File: src/rtl/ksa.sv
// rtl/ksa.sv - 32-bit Kogge-Stone parallel-prefix adder with registered sum and carry out
module ksa (
    output logic [31:0] s,
    output logic        cout,
    input  logic [31:0] a,
    input  logic [31:0] b,
    input  logic        cin,
    input  logic        clk,
    input  logic        rst_n
);

    logic [31:0] g;
    logic [31:0] p;
    logic [31:0] grp_g;
    logic [31:0] grp_p;
    logic [31:0] lvl_g;
    logic [31:0] lvl_p;
    logic [31:0] nxt_g;
    logic [31:0] nxt_p;
    logic [31:0] carry;
    logic [31:0] sum;
    logic        carry_out;

    assign g = a & b;
    assign p = a ^ b;

    // Full Kogge-Stone: every bit combines at every level, spans 1, 2, 4, 8, 16.
    always_comb begin
        lvl_g    = g;
        lvl_p    = p;
        lvl_g[0] = g[0] | (p[0] & cin);
        nxt_g    = '0;
        nxt_p    = '0;
        for (int k = 0; k < 5; k++) begin
            nxt_g = lvl_g;
            nxt_p = lvl_p;
            for (int i = 0; i < 32; i++) begin
                if (i >= (1 << k)) begin
                    nxt_g[i] = lvl_g[i] | (lvl_p[i] & lvl_g[i - (1 << k)]);
                    nxt_p[i] = lvl_p[i] & lvl_p[i - (1 << k)];
                end
            end
            lvl_g = nxt_g;
            lvl_p = nxt_p;
        end
        grp_g = lvl_g;
        grp_p = lvl_p;
    end

    // c_0 is the carry-in; c_{i+1} is the group generate over bits [i:0].
    assign carry     = {grp_g[30:0], cin};
    assign sum       = p ^ carry;
    assign carry_out = grp_g[31];

    always_ff @(posedge clk) begin
        if (!rst_n) begin
            s    <= '0;
            cout <= 1'b0;
        end else begin
            s    <= sum;
            cout <= carry_out;
        end
    end

endmodule

File: config.mk
export PLATFORM = sky130hd
export DESIGN_NAME = ksa
export DESIGN_NICKNAME = d
export VERILOG_FILES = /design/src/rtl/ksa.sv
export SDC_FILE = /design/constraint.sdc
export NUM_CORES = 1
export LEC_CHECK = 0
export ABC_AREA = 0
export ABC_CLOCK_PERIOD_IN_PS = 6410
export BUFFER_PORTS_ARGS = -buffer_cell sky130_fd_sc_hd__buf_2
export CORE_MARGIN = 2
export CORE_UTILIZATION = 40
export DETAILED_ROUTE_END_ITERATION = 16
export GPL_TIMING_DRIVEN = 0
export PLACE_DENSITY = 0.68
export SYNTH_ARGS = -nofsm -noshare
export SYNTH_HDL_FRONTEND = slang
export SYNTH_SLANG_ARGS = --single-unit
File: constraint.sdc
create_clock -name clk -period 6.41 [get_ports clk]
set_clock_uncertainty 0.1 [all_clocks]
set_input_delay 1.282 -clock clk [delete_from_list [all_inputs] [get_ports clk]]
set_output_delay 1.282 -clock clk [all_outputs]
set_load 0.01 [all_outputs]
* Yosys cells after proc, flatten, opt, wreduce, memory -nomap -nowiden
Index checks and enable logic that the tools add are counted.
W data, S select, Z words.
** Word-level totals
- Bits of input ports :: 67
- Word-level logic and storage cells :: 363
- Output and inout bits :: 33
- Bits in registers :: 33
** Operators by class
- Bitwise operators :: 361
** Operators by type and width (number)
- $and A1 B1 Y1 :: 228
- $or A1 B1 Y1 :: 130
- $xor A32 B32 Y32 :: 2
- $and A32 B32 Y32 :: 1

* Logic depth before layout (Yosys ltp)
- Depth in word-level cells :: 13
- Mapped depth :: 8

* Least setup slack after synthesis
OpenSTA, ideal clock, no wires.
- Path type :: input -> register
- From :: in a[0]
- To :: reg s[18]
- Path buffers :: 0
- Slack :: 2.892 ns
- Required time :: 6.238 ns
- Cell stages on the path :: 8
- Arrival time :: 3.347 ns
- Library setup time :: 0.072 ns
- Path through :: fa_1 > fa_1 > a211oi_2 > nor2_1 > o31ai_4 > a31oi_2 > a31oi_1 > mux2i_1
** Between the ends
- Cells in the longest elaborated chain, start to end :: 8
** Ends and longest elaborated chain
- start, declared :: line 5 : input logic [31:0] a,
- $xor A32 B32 Y32 :: line 25 : assign p = a ^ b;
- $and A1 B1 Y1 :: line 31 : lvl_g[0] = g[0] | (p[0] & cin);
- $or A1 B1 Y1 (*) :: line 31
- $and A1 B1 Y1 (*) :: line 39 : nxt_g[i] = lvl_g[i] | (lvl_p[i] & lvl_g[i - (1 << k)]);
- $or A1 B1 Y1 (*) :: line 39
- $and A1 B1 Y1 (*) :: line 39
- $or A1 B1 Y1 (*) :: line 39
- $xor A32 B32 Y32 (*) :: line 52 : assign sum = p ^ carry;
- end signal, assigned :: line 60 : s <= sum;
- end, declared :: line 3 : output logic [31:0] s,
Every way passes the cells marked *; elsewhere a longest branch is shown, timed or not.
A chain may end at the register's enable or synchronous reset.

* Worst setup path in the final report
- From :: in a[0]
- To :: reg s[30]
** Between the ends
- Cells in the longest elaborated chain, start to end :: 12
** Ends and longest elaborated chain (line)
- $xor A32 B32 Y32 :: 25
- $and A1 B1 Y1 :: 31
- $or A1 B1 Y1 (*) :: 31
- $and A1 B1 Y1 (*) :: 39
- $or A1 B1 Y1 (*) :: 39
- $and A1 B1 Y1 (*) :: 39
- $or A1 B1 Y1 (*) :: 39
- $and A1 B1 Y1 (*) :: 39
- $or A1 B1 Y1 (*) :: 39
- $and A1 B1 Y1 (*) :: 39
- $or A1 B1 Y1 (*) :: 39
- $xor A32 B32 Y32 (*) :: 52
Marks and branches as above.

==> results.cfg <==
[clock_tree]
cts_hold_buffers = 0
cts_tree = yes
root_buffer = clkbuf_8
clock_path_buffers = 2
clk_pin_slew_ns = 0.08
cts_resized = 0
ctsHtreeMaxLevel = 2
clock-sinks = 33
numCtsBuffers = 5
cts_setup_buffers = 0

[yosys]
async_flop_share_pct = 0
netlist_instances = 360
synthTopCellsByCount = nand2_1 (37), a21oi_1 (34), dfxtp_1 (33), nor2_1 (33), ha_1 (31)
syn_area_per_cell_um2 = 8.022
ys.flop_type = dfxtp_1
synth_area_leaders = dfxtp_1 (23%), ha_1 (13%), a21oi_1 (5.9%), nand2_1 (4.8%), nor2_1 (4.3%)
netlist.area_leader.share_pct = 22.88
syn-num-nets = 460
synth_seq_cells = 33
synth_area_um2 = 2888
synth_area_leader_cell = dfxtp_1
synth_cell_types = 63
synth_most_common_cell = nand2_1
synth_warnings = 0
synth_edf_count = 0
ys_seq_area_share_pct = 22.88

[placed_design]
io_buffers = 98
dp_slack_ns = 2.424
dpl.cell_count = 554
dpl.hpwl_um = 6418
globalplace.congestion = 0.8933
placed_area_um2 = 3498

[floorplan]
die_h_um = 88.97
initial_core_util_pct = 41.81
ioPinCount = 100
rows = 30
dieWidth_um = 88.97
dieArea_um2 = 7915
core_area_um2 = 6907

[critical_path]
crit_top_cell = fa_1
required_ns = 6.54
critPathMaxStageDelay_ns = 0.46
critPathKind = in -> reg
crit_slowest_cell = fa_1
crit_path_end = s[30]
worstPathArrival_ns = 3.82
cp_max_fo = 6
crit_chain = buf_2 > fa_1 > fa_1 > a211oi_2 > nor2_1 > o31ai_4 > a31oi_2 > a31oi_1 > mux2i_1
setup.worst_path.start = a[0]
critPathLaunchType = primary input
critPathCaptureType = register

[detailed_routing]
drc_errors = 0
vias = 3086
ant_nets = 0
via_per_inst = 5.491
wire_per_inst_um = 14.31
first_pass_iters = 4
wl_um = 8045
drt_iter0_drc = 157

[layout]
diodes = 0
fin_area_um2 = 3613
final_cells = 562
layout-drive-gt1-share_pct = 27.90
nets = 565
areaGrowthSynthToFinish_pct = 25.13

[min_path]
hold_class = in -> reg
min_from = cin

[outcome]
status = finished, final reports clean

[global_routing]
antenna_found_initial = 0
grt_overflow = 0
grt_pass1_vias = 2879
grt_pass1_wl_um = 12950
grt_max_degree = 13
track_usage_pct = 20.56

[power]
pwr-share-comb_pct = 39.6
cellLeakagePower_nw = 1.729
p_per_area_nw_per_um2 = 202.8
vdd_drop_max_uv = 97.74
swShare_pct = 35.66
clockPowerShare_pct = 27.9
finalPower_mw = 0.7330
p_sw_mw = 0.2614
intPower_mw = 0.4716
seq_power_share_pct = 32.5

[timing]
slew_violations = 0
layout_setup_ws_ns = 2.718
hold_viol_final = 0
rsz0062_at_grt = no
slew_headroom_pct = 58.58
period_needed_ns = 3.692
finalSetupTns_ns = 0
worst_pin_slew_ns = 0.6213
setup_viol = 0
post-route-period-util_pct = 57.60
max_freq_mhz = 270.8

[job]
drv_cap = 0
==> critical path, delay by kind of cell <==
family                     cells  cell delay (ns)
AOI/OAI and AO/OA              4             1.17
adders and majority gates      2             0.90
muxes                          1             0.22
and+or+nand+nor                1             0.12
buffers and inverters          1             0.11
==> sequential cells by signal, summed over array words and instances (netlist names) <==
name	cells
s	32
cout	1
==> power groups by stage <==
stage	sequential [mW]	combinational [mW]	clock, mW
after floorplan	0.259	0.181	0
after CTS	0.238	0.289	0.213
after global routing	0.241	0.324	0.219
after global placement	0.243	0.283	0
after detailed placement	0.243	0.287	0
final	0.238	0.290	0.205
==> through the flow <==
| step | hold slack (ns) | utilization (%) |
|---|---|---|
| floorplan | 1.443 | - |
| global placement | 1.561 | 50.65 |
| detailed placement | 1.552 | 50.65 |
| CTS | 1.260 | 52.32 |
| global route | 1.270 | 52.32 |
| finish | 1.260 | 52.32 |
==> logic make-up (layout without fill, tap and decap cells) <==
family                   after synthesis  in the layout  synth area share (%)
AO/OA/AOI/OAI                        115            115                 28.64
XOR/XNOR                              11             11                 3.336
adder cells (fa/ha/maj)               33             33                 14.82
buffers and inverters                 22            128                 3.812
flip-flops                            33             33                 22.88
multiplexers                           9              9                 3.120
AND/OR/NAND/NOR                      137            137                 23.40
==> how the worst min path moves through the flow <==
stage                end  slack [ns]  cells after the start
finish              s[0]        1.26                      3
global route        s[0]        1.27                      3
CTS                 s[0]        1.26                      3
detailed placement  s[0]        1.55                      3
global placement    s[0]        1.56                      3
floorplan           s[0]        1.44                      2
==> routing by layer <==
metal	vias up	share of wire [%]	wire (µm)	GRT usage, %
met2	127	46	3665	33.24
li1	1561	-	-	-
met5	-	0	0	0
met4	0	2.2	179	7.598
met3	16	7.5	606	3.232
met1	1382	45	3593	27.75
==> layout by cell type, fill, tap and decap left out, types with 9 or more instances in the layout <==
master	count
a21o_1	11
a21oi_1	34
buf_2	101
dfxtp_1	33
ha_1	31
inv_1	9
mux2i_1	9
nand2_1	37
nand2b_1	10
nand4_1	13
nor2_1	33
nor3_1	15
o21ai_0	16
==> layout make-up <==
cell class,count,area (µm²)
Tap cell,96,120.1
Buffer,13,76.32
Fill cell,721,3293
Clock buffer,5,68.82
Multi-Input combinational cell,305,2117
Timing Repair Buffer,98,490.5
Inverter,9,33.78
Clock inverter,3,46.29
Sequential cell,33,660.6
Power figures use the tool's default switching activity.
